### src/rtl/xorshift_pkg.sv
// Shared constants and state type for the xorshift stream generator.
// Defaults here are the classic 32-bit xorshift triple and fallback seed.
package xorshift_pkg;

  localparam int SH_A_DEF = 13;
  localparam int SH_B_DEF = 17;
  localparam int SH_C_DEF = 5;

  localparam logic [63:0] SEED_DEF = 64'h2545_F491;

  typedef enum logic {
    IDLE = 1'b0,
    RUN  = 1'b1
  } state_e;

endpackage

### src/rtl/xorshift_step.sv
// One combinational xorshift round: left, right, left shift-xor.
// Shifts are logical and truncate to WIDTH.
module xorshift_step #(
  parameter int WIDTH = 32,
  parameter int SH_A  = 13,
  parameter int SH_B  = 17,
  parameter int SH_C  = 5
) (
  input  logic [WIDTH-1:0] x,
  output logic [WIDTH-1:0] y
);

  logic [WIDTH-1:0] t1;
  logic [WIDTH-1:0] t2;

  always_comb begin
    t1 = x ^ (x << SH_A);
    t2 = t1 ^ (t1 >> SH_B);
    y  = t2 ^ (t2 << SH_C);
  end

endmodule

### src/rtl/xorshift_stream_gen.sv
// Burst generator: accepts seed/count, streams count xorshift words
// over a valid/ready port, then pulses done.
module xorshift_stream_gen
  import xorshift_pkg::*;
#(
  parameter int               WIDTH        = 32,
  parameter int               SH_A         = SH_A_DEF,
  parameter int               SH_B         = SH_B_DEF,
  parameter int               SH_C         = SH_C_DEF,
  parameter int               CNT_W        = 8,
  parameter logic [WIDTH-1:0] SEED_DEFAULT = WIDTH'(SEED_DEF)
) (
  input  logic             clk,
  input  logic             rst,
  input  logic             in_valid,
  output logic             in_ready,
  input  logic [WIDTH-1:0] seed,
  input  logic [CNT_W-1:0] count,
  input  logic             abort,
  output logic             out_valid,
  input  logic             out_ready,
  output logic [WIDTH-1:0] rand_num,
  output logic             busy,
  output logic             done
);

  localparam logic [CNT_W:0] ONE  = (CNT_W+1)'(1);
  localparam logic [CNT_W:0] FULL = {1'b1, {CNT_W{1'b0}}};

  state_e           state;
  logic [CNT_W:0]   remaining;
  logic [WIDTH-1:0] seed_eff;
  logic [WIDTH-1:0] seed_next;
  logic [WIDTH-1:0] rand_next;
  logic [CNT_W:0]   cnt_load;
  logic             xfer;
  logic             fin;
  logic             stop;

  // A zero state would lock xorshift at zero forever.
  assign seed_eff = (seed == '0) ? SEED_DEFAULT : seed;
  assign cnt_load = (count == '0) ? FULL : {1'b0, count};

  assign xfer = (state == RUN) & out_ready;
  assign fin  = xfer & (remaining == ONE);
  assign stop = abort & ~fin;

  xorshift_step #(
    .WIDTH (WIDTH),
    .SH_A  (SH_A),
    .SH_B  (SH_B),
    .SH_C  (SH_C)
  ) u_seed_step (
    .x (seed_eff),
    .y (seed_next)
  );

  xorshift_step #(
    .WIDTH (WIDTH),
    .SH_A  (SH_A),
    .SH_B  (SH_B),
    .SH_C  (SH_C)
  ) u_run_step (
    .x (rand_num),
    .y (rand_next)
  );

  always_ff @(posedge clk) begin
    if (rst) begin
      state     <= IDLE;
      rand_num  <= '0;
      remaining <= '0;
      done      <= 1'b0;
    end else begin
      done <= 1'b0;
      unique case (state)
        IDLE: begin
          if (in_valid) begin
            state     <= RUN;
            rand_num  <= seed_next;
            remaining <= cnt_load;
          end
        end
        RUN: begin
          if (xfer) begin
            rand_num  <= rand_next;
            remaining <= remaining - ONE;
          end
          // Final transfer wins over a coincident abort.
          unique case (1'b1)
            fin: begin
              state <= IDLE;
              done  <= 1'b1;
            end
            stop: begin
              state <= IDLE;
            end
            default: begin
            end
          endcase
        end
        default: state <= IDLE;
      endcase
    end
  end

  assign in_ready  = (state == IDLE);
  assign busy      = (state == RUN);
  assign out_valid = (state == RUN);

endmodule

### config.mk
export PLATFORM = sky130hd
export DESIGN_NAME = xorshift_stream_gen
export DESIGN_NICKNAME = d
export VERILOG_FILES = /design/src/rtl/xorshift_pkg.sv /design/src/rtl/xorshift_step.sv /design/src/rtl/xorshift_stream_gen.sv
export SDC_FILE = /design/constraint.sdc
export NUM_CORES = 1
export LEC_CHECK = 0
export ABC_CLOCK_PERIOD_IN_PS = 1880
export CAP_MARGIN = 30
export CORE_ASPECT_RATIO = 0.7
export CORE_MARGIN = 2
export CORE_UTILIZATION = 40
export DETAILED_ROUTE_END_ITERATION = 7
export DONT_BUFFER_PORTS = 1
export PLACE_DENSITY = 0.53
export SYNTH_ARGS = -nofsm -noshare
export SYNTH_HDL_FRONTEND = slang
export SYNTH_SLANG_ARGS = --single-unit
### constraint.sdc
create_clock -name clk -period 1.88 [get_ports clk]
set_clock_uncertainty 0.2 [all_clocks]
set_input_delay 0.47 -clock clk [delete_from_list [all_inputs] [get_ports clk]]
set_output_delay 0.47 -clock clk [all_outputs]
set_load 0.1 [all_outputs]
Word level (Yosys, flattened, before mapping)
Cells that the tools add are included.

operators by class
  $add $sub $neg = 1
  equal/unequal tests = 3
  muxes and demuxes = 12
  bitwise gates (word level) = 11
  reduce and logical (&&, ||, !) cells = 5

operators by type and width
  kind                   count
  $xor A32 B32 Y32       4
  $mux W32               3
  $pmux W32 S2           1
  $xor A32 B15 Y32       2
  $logic_not A32 Y1      1
  $mux W9                3
  $pmux W9 S2            1
  $eq A9 B1 Y1 const B   1
  $sub A9 B1 Y9 const B  1
  $logic_not A8 Y1       1
  $reduce_or A2 Y1       2
  $and A1 B1 Y1          3
  $mux W1                3
  $ne A2 B1 Y1 const B   1
  $ne A2 B2 Y1 const B   1
  $not A1 Y1             2
  $pmux W1 S2            1
  $reduce_and A2 Y1      1

word-level totals
  register bits after elaboration = 43
  input bits = 45

Logic depth before layout (Yosys ltp)
  depth in word-level cells = 7
  depth in mapped cells = 8
  depth with buffers taken out = 6

Cells and area by module
Synthesis repeated with hierarchy kept, for this count alone.

unflattened totals
  cell total of the unflattened synthesis = 386
  area total of the unflattened synthesis = 3890.0 um^2

modules (own cells, without submodules)
  module               instances  cells an instance  area each (um^2)  sequential area each (um^2)
  xorshift_stream_gen  1          270                2351.0            860.8
  xorshift_step        2          58                 769.5             0.0

Worst setup path after synthesis
Ideal clock, no wire load.

  path kind = flip-flop to flip-flop
  start = register state (netlist: busy)
  end = register rand_num[0]
  library setup time = 132 ps
  data arrival time = 2511 ps
  required time = 1548 ps
  setup slack = -963 ps
  stages on the path, launching flop included = 7
  path buffers = 2
  cell sequence = dfxtp_1 -> buf_6 -> clkinv_1 -> clkbuf_1 -> a21boi_0 -> o21ai_0 -> a21oi_1

between the ends
  longest elaborated chain between the ends = 3
  elaborated cells on any way between the ends = 6
  classes of those cells = 2 x eq/ne; 1 x mux; 2 x bitwise; 1 x reduce/logical

RTL lines
  item                                RTL line                   text
  start, declared                     xorshift_stream_gen.sv:30  state_e state;
  start signal, assigned              xorshift_stream_gen.sv:70  state <= IDLE;
  start signal, assigned              xorshift_stream_gen.sv:79  state <= RUN;
  start signal, assigned              xorshift_stream_gen.sv:92  state <= IDLE;
  $not A1 Y1 (*)                      --
  via in_ready                        xorshift_stream_gen.sv:16  output logic in_ready,
  $ne A2 B2 Y1 (no source line)       --
  $reduce_and A2 Y1 (no source line)  --
  end signal, assigned                xorshift_stream_gen.sv:80  rand_num <= seed_next;
  end signal, assigned                xorshift_stream_gen.sv:86  rand_num <= rand_next;
  end, declared                       xorshift_stream_gen.sv:22  output logic [WIDTH-1:0] rand_num,

Mark *: on every way through the listed nets, which the timed path passes. The rest lies on a longest branch.
A chain may end at the register's enable or synchronous reset.

Final worst setup path
  start = register state (netlist: busy)
  end = output out_valid

RTL lines
  item           RTL line                   text
  end, declared  xorshift_stream_gen.sv:20  output logic out_valid,

No word-level cell between the ends.

==> results.sh <==
export IMPL_clk_latency_ns=0.28
export IMPL_htreeDepth=2
export IMPL_synth_cell_types=55
export IMPL_switching_share_pct=44.3
export IMPL_drtAntennaViolNets=0
export IMPL_ys_ff_latch=43
export IMPL_core_sq_um=8010
export IMPL_reg2reg_setup_slack_ns=0.06
export IMPL_synth_area_sq_um=3360
export IMPL_drt_iter0_markers=171
export IMPL_fin_nets=522
export IMPL_totalWireLength_mm=11.0
export IMPL_crit_family="buffers and inverters"
export IMPL_hold_ws_ns=0.0424
export IMPL_hp_class="in -> reg"
export IMPL_routedWlPerCell_microns=19.0
export IMPL_cts_inserted_buffers=5
export IMPL_slew_viol_final=0
export IMPL_die_x_microns=113
export IMPL_cp_slowest_cell="buf_4"
export IMPL_leakagePower_nw=1.74
export IMPL_rsz0062_at_grt="true"
export IMPL_grt_max_degree=32
export IMPL_synth_most_common_cell="xnor2_1"
export IMPL_area_delta_synth_final_pct=33.5
export IMPL_power_frac_seq_pct=24.3
export IMPL_antenna_found_initial=0
export IMPL_grt_overflow=0
export IMPL_hold_violations=0
export IMPL_drt_vias_per_instance=5.55
export IMPL_p_comb_share_pct=57.1
export IMPL_fin_crit_ns=1.83
export IMPL_grt_pass1_wl_mm=17.3
export IMPL_cap_viol_max_count=0
export IMPL_p_per_area_nw_per_um2=1110
export IMPL_min_to="rand_num[8]"
export IMPL_required_ns=1.21
export IMPL_fp_row_count=27
export IMPL_ys_flop_type="dfxtp_1"
export IMPL_die_area_sq_um=9150
export IMPL_synth_common_cells="xnor2_1, dfxtp_1, a21oi_1"
export IMPL_clock_power_share_pct=18.6
export IMPL_synth_top_area_share_pct=25.6
export IMPL_grt_pass1_vias=3108
export IMPL_diodes=0
export IMPL_fin_crit_sh_pct=97.4
export IMPL_synth_edf_count=0
export IMPL_cts_sinks=43
export IMPL_clk_pin_slew_ns=0.06
export IMPL_drc=0
export IMPL_ir_drop_mv=0.682
export IMPL_fmax_mhz=546
export IMPL_dp_hpwl_mm=8.72
export IMPL_p_switching_mw=2.20
export IMPL_yosysTopAreaCell="dfxtp_1"
export IMPL_ys_seq_area_share_pct=25.6
export IMPL_numPortBuffers=0
export IMPL_initial_utilization_pct=41.9
export IMPL_status="completed"
export IMPL_reg2reg_depth=5
export IMPL_async_reset_ff_share_pct=0
export IMPL_yosys_top_cells_area="dfxtp_1, xnor2_1, xor2_1"
export IMPL_p_int_mw=2.77
export IMPL_max_stage_delay_ns=0.49
export IMPL_syn_nets=441
export IMPL_io_pins=81
export IMPL_critical_path_arrival_ns=1.16
export IMPL_num_vias=3205
export IMPL_fin_util_pct=56.0
export IMPL_min_from="rst"
export IMPL_avgSynthCellArea_sq_um=8.52
export IMPL_synth_warnings=0
export IMPL_die_y_microns=80.6
export IMPL_dr_pass1_iters=5
export IMPL_drive_gt1_share_pct=34.0
export IMPL_rr_endpoint="rand_num[10]"
export IMPL_max_slew_margin_pct=63.2
export IMPL_path_class="reg -> out"
export IMPL_start_kind="flip-flop"
export IMPL_max_slew_worst_pin_slew_ns=0.552
export IMPL_hold_depth=1
export IMPL_end_kind="output port"
export IMPL_crit_buf_inv=1
export IMPL_netlist_instances=394
export IMPL_setup_viol=0
export IMPL_crit_fanout=8
export IMPL_r2r_start="rand_num[9]"
export IMPL_postCtsHoldBufs=0
export IMPL_root_buffer="clkbuf_16"
export IMPL_cts_tree="done"
export IMPL_clockBufferDepth=2
export IMPL_worstPathCellList="buf_4"
export IMPL_place_congestion=0.987
export IMPL_grt_usage_pct=24.9
power by group through the flow:
stage	combinational [mW]	clock [mW]	sequential, mW
after floorplan	1.35	0	1.93
after global placement	2.78	0	1.21
after detailed placement	2.78	0	1.21
after CTS	2.80	0.955	1.20
after global routing	3.02	0.990	1.23
final	2.85	0.926	1.21
placed cells by master (no fill, tap or decap), drive strengths merged, types with 2 or more instances in the layout:
master,synthesis,layout
a31oi,2,2
and2,2,2
a21oi,34,34
buf,8,96
ha,2,2
o22ai,4,4
mux2i,2,2
nor3,10,10
o21ai,30,30
nand3,4,4
a211oi,9,9
nand2,31,31
a2bb2oi,3,3
nand4,3,3
a2111oi,3,3
clkbuf,14,8
a311oi,2,2
dfxtp,43,43
inv,4,4
nor2,26,26
xor2,32,32
nand2b,3,3
a221oi,2,2
xnor3,6,6
o211ai,3,3
o221a,2,2
nor4,12,12
xnor2,80,80
cell families (layout without fill, tap and decap cells):
family,after synthesis,count (layout),synth area share (%)
AO/OA/AOI/OAI,105,105,20.1
XOR/XNOR,118,118,34.6
adder cells (fa/ha/maj),2,2,0.745
buffers and inverters,27,109,4.73
flip-flops,43,43,25.6
multiplexers,3,3,0.932
AND/OR/NAND/NOR,96,96,13.3
sequential cells by signal, summed over array words and instances, names as in the netlist:
register,cells
busy,1
done,1
remaining,9
rand_num,32
cell type report:
| class | instances | area (sq um) |
|---|---|---|
| Tap cell | 101 | 126 |
| Timing Repair Buffer | 96 | 758 |
| Sequential cell | 43 | 967 |
| Fill cell | 714 | 3530 |
| Multi-Input combinational cell | 324 | 2450 |
| Inverter | 5 | 20.0 |
| Clock buffer | 8 | 156 |
per-stage QoR:
stage / area (sq um) / setup slack, ns / power, mW / TNS [ns] / std cells
2_1_floorplan: 3530 / -0.0614 / 3.28 / -0.146 / 394
3_3_place_gp: 4260 / -0.148 / 3.99 / -2.21 / 570
3_5_place_dp: 4260 / -0.146 / 3.99 / -2.06 / 570
4_1_cts: 4430 / 0.0374 / 4.96 / 0 / 577
5_1_grt: 4480 / -0.0197 / 5.23 / -0.0197 / 577
6_report: 4480 / 0.0484 / 4.98 / 0 / 577
worst max-delay path by stage:
stage | start | endpoint | slack (ns) | depth (start not counted)
2_1_floorplan | rand_num[9] | rand_num[14] | -0.06 | 4
3_3_place_gp | seed[7] | rand_num[11] | -0.15 | 6
6_report | busy | out_valid | 0.05 | 1
4_1_cts | busy | out_valid | 0.04 | 1
3_5_place_dp | seed[7] | rand_num[9] | -0.15 | 5
5_1_grt | rand_num[9] | rand_num[10] | -0.02 | 5
per-layer routing:
| metal | vias to the layer above | part of all wire, % | GRT usage, % |
|---|---|---|---|
| met5 | - | 0 | 0 |
| li1 | 1552 | - | - |
| met1 | 1503 | 48 | 35.6 |
| met4 | 0 | 0.64 | 4.02 |
| met3 | 8 | 9.0 | 6.04 |
| met2 | 142 | 43 | 38.4 |
repair_timing:
item / in CTS / in global routing
endpoints found under the setup margin: 3 / 7
buffers inserted: 0 / 0
cloned: 0 / 0
pin swaps: 3 / 2
gates resized for setup: 5 / 8
(Power assumes the default switching activity.)
